===== src/rtl/pwm_pkg.sv =====
// Shared types and helpers for the pwm_compare_nch slice.
// Optional polarity feature is selected with PWM_POLARITY_EN.
package pwm_pkg;

  typedef enum logic {
    DIR_UP   = 1'b0,
    DIR_DOWN = 1'b1
  } dir_t;

  localparam logic MODE_EDGE   = 1'b0;
  localparam logic MODE_CENTER = 1'b1;

  function automatic int chan_w(input int ch);
    return (ch > 1) ? $clog2(ch) : 1;
  endfunction

endpackage


===== src/rtl/pwm_chan.sv =====
// One PWM channel: duty shadow, committed duty, compare and output flop.
// With PWM_POLARITY_EN the channel also shadows/commits an output polarity bit.
module pwm_chan
  import pwm_pkg::*;
#(
  parameter int N = 7
) (
  input  logic         clk,
  input  logic         rst_n,
  input  logic         en,
  input  logic         commit,
  input  logic         wr_hit,
  input  logic [N-1:0] wr_data,
  input  logic [N-1:0] cnt,
`ifdef PWM_POLARITY_EN
  input  logic         pol,
`endif
  output logic         pwm
);

  logic [N-1:0] duty_sh;
  logic [N-1:0] duty_act;
  logic         idle_lvl;
  logic         flip;

`ifdef PWM_POLARITY_EN
  logic pol_sh;
  logic pol_act;

  always_ff @(posedge clk or negedge rst_n) begin
    if (!rst_n) begin
      pol_sh  <= 1'b0;
      pol_act <= 1'b0;
    end else begin
      pol_sh <= pol;
      if (commit) pol_act <= pol_sh;
    end
  end

  assign idle_lvl = pol_sh;
  assign flip     = pol_act;
`else
  assign idle_lvl = 1'b0;
  assign flip     = 1'b0;
`endif

  always_ff @(posedge clk or negedge rst_n) begin
    if (!rst_n) begin
      duty_sh  <= '0;
      duty_act <= '0;
      pwm      <= 1'b0;
    end else begin
      if (wr_hit) duty_sh <= wr_data;
      // a write landing on the commit cycle is forwarded straight into the active copy
      if (commit) duty_act <= wr_hit ? wr_data : duty_sh;
      pwm <= en ? ((cnt < duty_act) ^ flip) : idle_lvl;
    end
  end

endmodule


===== src/rtl/pwm_compare_nch.sv =====
// Shared period counter (edge/center aligned) driving CH duty comparators.
// Define PWM_POLARITY_EN to add the per-channel pol input.
module pwm_compare_nch
  import pwm_pkg::*;
#(
  parameter int N  = 7,
  parameter int CH = 4
) (
  input  logic                   clk,
  input  logic                   rst_n,
  input  logic                   en,
  input  logic                   center,
  input  logic [N-1:0]           period,
  input  logic                   wr_en,
  input  logic [chan_w(CH)-1:0]  wr_ch,
  input  logic [N-1:0]           wr_data,
`ifdef PWM_POLARITY_EN
  input  logic [CH-1:0]          pol,
`endif
  output logic [CH-1:0]          pwm,
  output logic                   sync,
  output logic                   pending,
  output logic [N-1:0]           cnt
);

  logic [N-1:0] period_sh;
  logic [N-1:0] period_act;
  logic         center_act;
  dir_t         dir;
  dir_t         dir_nx;
  logic [N-1:0] cnt_nx;
  logic         bnd;
  logic         commit;
  logic         wr_ok;

  assign wr_ok = wr_en && (int'(wr_ch) < CH);

  always_comb begin
    bnd    = 1'b0;
    commit = 1'b0;
    cnt_nx = cnt;
    dir_nx = dir;
    if (center_act == MODE_CENTER) bnd = ((cnt == '0) && (dir == DIR_DOWN)) || (period_act == '0);
    else                           bnd = (cnt == period_act);
    commit = !en || bnd;
    if (!en) begin
      cnt_nx = '0;
      dir_nx = DIR_UP;
    end else if (bnd) begin
      // center period ends on the single cnt==0 cycle, so the next one starts at 1
      dir_nx = DIR_UP;
      cnt_nx = ((center_act == MODE_CENTER) && (period_sh != '0)) ? N'(1) : '0;
    end else if (center_act == MODE_EDGE) begin
      cnt_nx = cnt + N'(1);
    end else begin
      case (dir)
        DIR_UP: begin
          if (cnt == period_act) begin
            dir_nx = DIR_DOWN;
            cnt_nx = cnt - N'(1);
          end else begin
            cnt_nx = cnt + N'(1);
          end
        end
        default: cnt_nx = cnt - N'(1);
      endcase
    end
  end

  always_ff @(posedge clk or negedge rst_n) begin
    if (!rst_n) begin
      cnt        <= '0;
      dir        <= DIR_UP;
      period_sh  <= '0;
      period_act <= '0;
      center_act <= MODE_EDGE;
      sync       <= 1'b0;
      pending    <= 1'b0;
    end else begin
      cnt       <= cnt_nx;
      dir       <= dir_nx;
      period_sh <= period;
      if (commit) begin
        period_act <= period_sh;
        center_act <= center;
      end
      sync    <= en && bnd;
      pending <= en && !bnd && (pending || wr_ok);
    end
  end

  for (genvar i = 0; i < CH; i++) begin : g_ch
    pwm_chan #(
      .N(N)
    ) u_chan (
      .clk     (clk),
      .rst_n   (rst_n),
      .en      (en),
      .commit  (commit),
      .wr_hit  (wr_ok && (int'(wr_ch) == i)),
      .wr_data (wr_data),
      .cnt     (cnt),
`ifdef PWM_POLARITY_EN
      .pol     (pol[i]),
`endif
      .pwm     (pwm[i])
    );
  end

endmodule


===== config.mk =====
export PLATFORM = sky130hd
export DESIGN_NAME = pwm_compare_nch
export DESIGN_NICKNAME = d
export VERILOG_FILES = /design/src/rtl/pwm_pkg.sv /design/src/rtl/pwm_chan.sv /design/src/rtl/pwm_compare_nch.sv
export SDC_FILE = /design/constraint.sdc
export NUM_CORES = 1
export LEC_CHECK = 0
export CORE_MARGIN = 10
export CORE_UTILIZATION = 39
export CTS_BUF_LIST = sky130_fd_sc_hd__clkbuf_8
export CTS_CLUSTER_SIZE = 16
export DETAILED_ROUTE_END_ITERATION = 10
export HOLD_SLACK_MARGIN = 0.02
export PLACE_DENSITY = 0.55
export SLEW_MARGIN = 30
export SYNTH_ARGS = -nofsm -noshare
export SYNTH_HDL_FRONTEND = slang
export SYNTH_HIERARCHICAL = 1
export SYNTH_SLANG_ARGS = --single-unit

===== constraint.sdc =====
create_clock -name clk -period 4.65 [get_ports clk]
set_input_delay 0.93 -clock clk [delete_from_list [all_inputs] [get_ports clk]]
set_output_delay 0.93 -clock clk [all_outputs]
set_load 0.02 [all_outputs]

==> results of run 1 <==
[sequential cells by signal (all words and copies together) (netlist names)]
register	count
pending	1
cnt	7
period_sh	7
dir	1
period_act	7
sync	1
g_ch.u_chan/duty_sh	28
g_ch.u_chan/duty_act	28
center_act	1
g_ch.u_chan/pwm	4
[where the power goes]
| group | leakage (nW) | switching [W] | internal [W] | total, W |
|---|---|---|---|---|
| Combinational | 1.03 | 0.000192 | 0.000177 | 0.000369 |
| Clock | 0.126 | 0.000270 | 0.000387 | 0.000657 |
| Sequential | 1.03 | 0.0000560 | 0.000852 | 0.000908 |
| Total | 2.19 | 0.000518 | 0.00142 | 0.00193 |
[stage by stage]
stage          cells  cell area (µm²)  setup slack (ps)
6_report         533             4800              1660
5_1_grt          533             4800              1470
4_1_cts          533             4800              1610
3_5_place_dp     517             4540              1640
3_3_place_gp     517             4540              1540
2_1_floorplan    360             4120              2350
[cell usage in the layout (no fill, tap or decap), drive strengths merged, types with 6 or more instances in the layout]
cell and instances:
mux2 39, inv 32, mux2i 10, dfrtp 85, nand4 6, clkdlybuf4s50 32
o21ai 31, a21oi 14, ha 26, clkbuf 11, xnor2 7, nor2 13
nand2 46
[cells by family (layout without fill, tap and decap cells)]
logic type | after synthesis | count (layout) | share of synthesized area (%)
buffers and inverters | 46 | 83 | 5.17
AOI/OAI and AO/OA | 50 | 50 | 7.08
and+or+nand+nor | 96 | 96 | 12.1
adders and majority gates | 26 | 26 | 7.91
DFF | 85 | 85 | 51.7
xor gates and xnor gates | 8 | 8 | 1.70
muxes | 49 | 49 | 14.4
[metal layers]
layer	global-route usage, %	share of wire [%]
met1	17.1	50
met2	18.6	45
met3	3.08	4.0
met4	4.20	1.2
met5	0	0
[final cells by class]
type / count / area [µm²]
clock buffer: 11 / 151
fill: 965 / 5530
clock inverter: 5 / 106
tap: 136 / 170
sequential: 85 / 2130
inverter: 32 / 120
multi-input combinational: 229 / 1780
timing repair buffer: 35 / 343
[final timing paths]
kind	startpoint	endpoint	slack, ps	cells after the start
max in group asynchronous	rst_n	period_act[2]	3130	2
min in group asynchronous	rst_n	cnt[0]	610	1
min reg2reg	g_ch[3].u_chan/duty_sh[5]	g_ch[3].u_chan/duty_sh[5]	500	1
max reg2reg	cnt[0]	period_act[4]	1660	8
min	g_ch[3].u_chan/duty_sh[5]	g_ch[3].u_chan/duty_sh[5]	500	1
max	cnt[0]	period_act[4]	1660	8
==> flow_metrics.tcl, run 1 <==
set metrics [dict create \
    path_class "reg2reg" \
    yosys_warnings 6 \
    grt_overflow 0 \
    max_cap_viol_count 0 \
    placementRows 37 \
    postSynth.topFlopCell "sky130_fd_sc_hd__dfrtp_1" \
    synthMostInstantiatedCell "sky130_fd_sc_hd__dfrtp_1" \
    synth_area_mm2 0.00412 \
    share_of_final_layout_standard_cells_stronger_than_drive_strength_1_pct 16.6 \
    max_root_sink_buffers 2 \
    core-area_mm2 0.0103 \
    cts.clk_slew.worst_paths_ps 90 \
    worstPathArrival_ps 3220 \
    vias_per_cell 5.01 \
    share_of_yosys_cell_area_claimed_by_the_top_area_cell_type_pct 51.7 \
    tritoncts "done" \
    slew_viol_final 0 \
    syn_area_per_cell_um2 11.4 \
    critical_path.max_fanout 62 \
    grt_util_all_layers_pct 12.4 \
    leakage_nw 2.19 \
    critical-path-top-delay-family "simple AND/OR/NAND/NOR gates" \
    layout.nets 439 \
    maximum_number_of_pins_on_one_net_before_global_route_repair 63 \
    synth.top_cells.by_area "sky130_fd_sc_hd__dfrtp_1 52%, sky130_fd_sc_hd__ha_1 7.9%, sky130_fd_sc_hd__mux2_2 6.8%" \
    cts-hold-fix-buffers 0 \
    post_synth_num_cell_types 34 \
    gp_congestion 0.796 \
    cp_data_required_time_ps 4890 \
    synthArstFlopShare_pct 100 \
    worstPathBufferInverterCount 2 \
    timing.critical_path.to_type "register" \
    antenna_found_initial 0 \
    rsz_0062_raised_after_global_routing "no" \
    ff_latch_count_synth 85 \
    initial_utilization_pct 39.9 \
    first_pass_grt_wire_length_mm 14.5 \
    p_per_area_mw_per_mm2 403 \
    cts.sinks 85 \
    synth_enable_flop_cells 0 \
    io_pins 34 \
    final-hold-violation-count 0 \
    portBuffers 33 \
    synth_seq_area_share_pct 51.7 \
    drc_errors 0 \
    worstHoldPathType "reg2reg" \
    die_w_um 123 \
    number_of_global_route_vias_before_repair 2714 \
    final_critical_path_share_of_the_clock_period_pct 64.2 \
    critical-path-slowest-cell "sky130_fd_sc_hd__buf_4" \
    routed-via-count 2670 \
    synth_common_cells "85 x sky130_fd_sc_hd__dfrtp_1, 46 x sky130_fd_sc_hd__nand2_1, 32 x sky130_fd_sc_hd__inv_1" \
    final.setup.tns_ps 0 \
    report.power.total_w 0.00193 \
    max_slew_margin_pct 47.3 \
    post_cts_setup_buffer_count 0 \
    die_height_um 123 \
    yosys.area.top_type "sky130_fd_sc_hd__dfrtp_1" \
    ordered_list_of_cells_on_the_worst_path "inv_1, ha_1, or3b_1, nor4_2, o21ai_2, nand3_2, buf_4, mux2_2" \
    cts_repair_resize_count 0 \
    setup.worst_path.start_class "register" \
    cts_root_buffer "sky130_fd_sc_hd__clkbuf_8" \
    post_synth_inst_count 360 \
    htree_num_levels 3 \
    final_design_utilization_pct 46.5 \
    run_status "finished clean" \
    detail-route-antenna-nets 0 \
    die_area_mm2 0.0151 \
    holdWs_ps 500 \
    irDropWorstVdd_v 0.000190 \
    fmax_mhz 335 \
    numCtsBuffers 9 \
    setup_viol_count_final 0 \
    postSynthNetCount 407 \
    wl_mm 8.91 \
    tightestPinTransition_ps 787 \
    worst_skew_ps 11.5 \
    hpwl_mm 6.01 \
    timing.critical_path.slowest_cell_delay_ps 570 \
    drt_pre_antenna_iters 4 \
    initialDrtViolationCount 200 \
    wire_per_inst_um 16.7 \
    finalWorstPathRequiredPeriod_ps 2990 \
    antenna-diode-count 0 \
    flow.area_growth_from_synthesis_pct 16.6 \
    clock_insertion_delay_worst_skew_ps 350 \
]
Power figures use the tool's default switching activity.
==> run 2, diff against run 1 <==
Clock period 4.65 ns to 3.15 ns, I/O delays scaled along.
==> run 2 against run 1 <==
Net effect: die area did not move; wire length rose by 0.83%; worst setup slack got worse by 900 ps; clock skew fell by 5.9 ps; hold slack got worse by 230 ps; power rose by 39%; non-clock buffer count rose by 14; via count rose by 2.2%; sequential cell count did not move; core utilization rose by 0.55 points; first-iteration DRC count fell by 34%; critical path type unchanged; critical endpoint unchanged; largest power group unchanged.
==> flow_metrics.tcl, run 2 (synthesis results as in run 1) <==
set metrics [dict create \
    worstHoldPathType "in2async" \
    antenna-diode-count 0 \
    biggestRegsByFlops "g_ch.u_chan/duty_act (28), g_ch.u_chan/duty_sh (28)" \
    die_w_um 123 \
    critical_path.max_fanout 10 \
    crit_path_launch "cnt[0]" \
    post_cts_setup_buffer_count 0 \
    drc_errors 0 \
    critical-path-slowest-cell "sky130_fd_sc_hd__or3b_1" \
    placementRows 37 \
    timing.critical_path.slowest_cell_delay_ps 420 \
    grt_overflow 0 \
    ordered_list_of_cells_on_the_worst_path "inv_1, ha_1, or3b_1, nor4_2, o21ai_2, nand3_2, buf_4, mux2_2" \
    p_seq_share_pct 49.3 \
    path_class "reg2reg" \
    setup.worst_path.start_class "register" \
    final_design_utilization_pct 47.0 \
    most-common-layout-cells "85 x sky130_fd_sc_hd__dfrtp_1, 46 x sky130_fd_sc_hd__nand2_1, 33 x sky130_fd_sc_hd__inv_1, 32 x sky130_fd_sc_hd__clkdlybuf4s50_1, 30 x sky130_fd_sc_hd__o21ai_0" \
    numCtsBuffers 9 \
    cts_repair_resize_count 0 \
    drt_pre_antenna_iters 4 \
    worstPathBufferInverterCount 2 \
    finalWorstPathRequiredPeriod_ps 2380 \
    final.setup.tns_ps 0 \
    gp_congestion 0.779 \
    fmax_mhz 420 \
    power.share.switching_pct 28.4 \
    irDropWorstVdd_v 0.000258 \
    cts.sinks 85 \
    clock_insertion_delay_worst_skew_ps 360 \
    netSwitchingPower_w 0.000761 \
    flow.area_growth_from_synthesis_pct 18.0 \
    detail-route-antenna-nets 0 \
    run_status "finished clean" \
    max_root_sink_buffers 2 \
    mostFrequentLayoutCell "sky130_fd_sc_hd__dfrtp_1" \
    cts.clk_slew.worst_paths_ps 80 \
    vias_per_cell 4.99 \
    critical-path-top-delay-family "simple AND/OR/NAND/NOR gates" \
    tritoncts "done" \
    wl_mm 8.98 \
    antenna_found_initial 0 \
    wire_per_inst_um 16.4 \
    die_area_mm2 0.0151 \
    layout.nets 453 \
    max_cap_viol_count 0 \
    leakage_nw 2.24 \
    power.share.clock_pct 29.1 \
    number_of_global_route_vias_before_repair 2779 \
    share_of_final_layout_standard_cells_stronger_than_drive_strength_1_pct 19.0 \
    initial_utilization_pct 39.9 \
    cts_root_buffer "sky130_fd_sc_hd__clkbuf_8" \
    cp_data_required_time_ps 3400 \
    setup_viol_count_final 0 \
    max_slew_margin_pct 57.3 \
    timing.critical_path.to_type "register" \
    portBuffers 33 \
    die_height_um 123 \
    slew_viol_final 0 \
    rsz_0062_raised_after_global_routing "no" \
    core-area_mm2 0.0103 \
    worst_skew_ps 5.58 \
    final-hold-violation-count 0 \
    first_pass_grt_wire_length_mm 14.5 \
    io_pins 34 \
    logic_pwr_share_pct 21.6 \
    tightestPinTransition_ps 639 \
    p_per_area_mw_per_mm2 552 \
    cts-hold-fix-buffers 0 \
    routed-via-count 2730 \
    cellInternalPower_w 0.00192 \
    maximum_number_of_pins_on_one_net_before_global_route_repair 48 \
    crit-reg2reg-launch "cnt[0]" \
    initialDrtViolationCount 133 \
    final_critical_path_share_of_the_clock_period_pct 75.6 \
    htree_num_levels 3 \
    hpwl_mm 6.33 \
    worstPathArrival_ps 2630 \
    grt_util_all_layers_pct 12.5 \
]
-- run 2: cell types whose count changed in the layout (fill, tap and decap cells not counted) --
cell / previous run / this run
sky130_fd_sc_hd__buf_12: 0 / 1
sky130_fd_sc_hd__buf_4: 3 / 16
sky130_fd_sc_hd__bufinv_16: 3 / 1
sky130_fd_sc_hd__clkbuf_8: 11 / 10
sky130_fd_sc_hd__clkinv_2: 0 / 1
sky130_fd_sc_hd__clkinv_4: 1 / 2
sky130_fd_sc_hd__inv_1: 32 / 33
sky130_fd_sc_hd__nor3b_1: 0 / 1
sky130_fd_sc_hd__nor3b_2: 1 / 0
-- run 2: power groups by stage --
stage | clock network [W] | registers [W] | logic (W)
3_5_place_dp | 0 | 0.00135 | 0.000586
4_1_cts | 0.000809 | 0.00132 | 0.000591
5_1_grt | 0.000862 | 0.00134 | 0.000656
3_3_place_gp | 0 | 0.00134 | 0.000572
6_report | 0.000780 | 0.00132 | 0.000579
2_1_floorplan | 0 | 0.00135 | 0.000373
-- run 2: cell type report --
cell class	instances	area, µm²
repair buffers	49	460
well taps	136	170
flip-flops and latches	85	2130
fillers	962	5470
clock buffers	10	138
clock inverters	6	63.8
inverters	32	120
multi-input cells	229	1780
-- run 2: layer usage --
layer,part of all wire (%),global-route usage [%],wire length (µm)
met5,0,0,0
met4,1.1,4.64,95
met3,3.5,3.03,317
met2,46,19.0,4110
met1,50,17.0,4460
-- run 2: final timing paths --
kind | endpoint | slack (ps) | depth (start not counted)
min | g_ch[1].u_chan/pwm | 270 | 1
max in group asynchronous | period_sh[4] | 2180 | 2
min in group clk | g_ch[3].u_chan/duty_sh[0] | 500 | 1
max | period_act[4] | 770 | 8
max reg2reg | period_act[4] | 770 | 8
min reg2reg | g_ch[3].u_chan/duty_sh[0] | 500 | 1
-- run 2: stage by stage --
step / total power, W / hold slack [ps] / area (µm²) / cells / setup WS [ps]
final: 0.00268 / 269 / 4850 / 547 / 769
after global routing: 0.00286 / 300 / 4850 / 547 / 559
after CTS: 0.00272 / 280 / 4850 / 547 / 759
after detailed placement: 0.00193 / 477 / 4650 / 531 / 645
after global placement: 0.00191 / 476 / 4650 / 531 / 680
after floorplan: 0.00173 / 334 / 4120 / 360 / 852
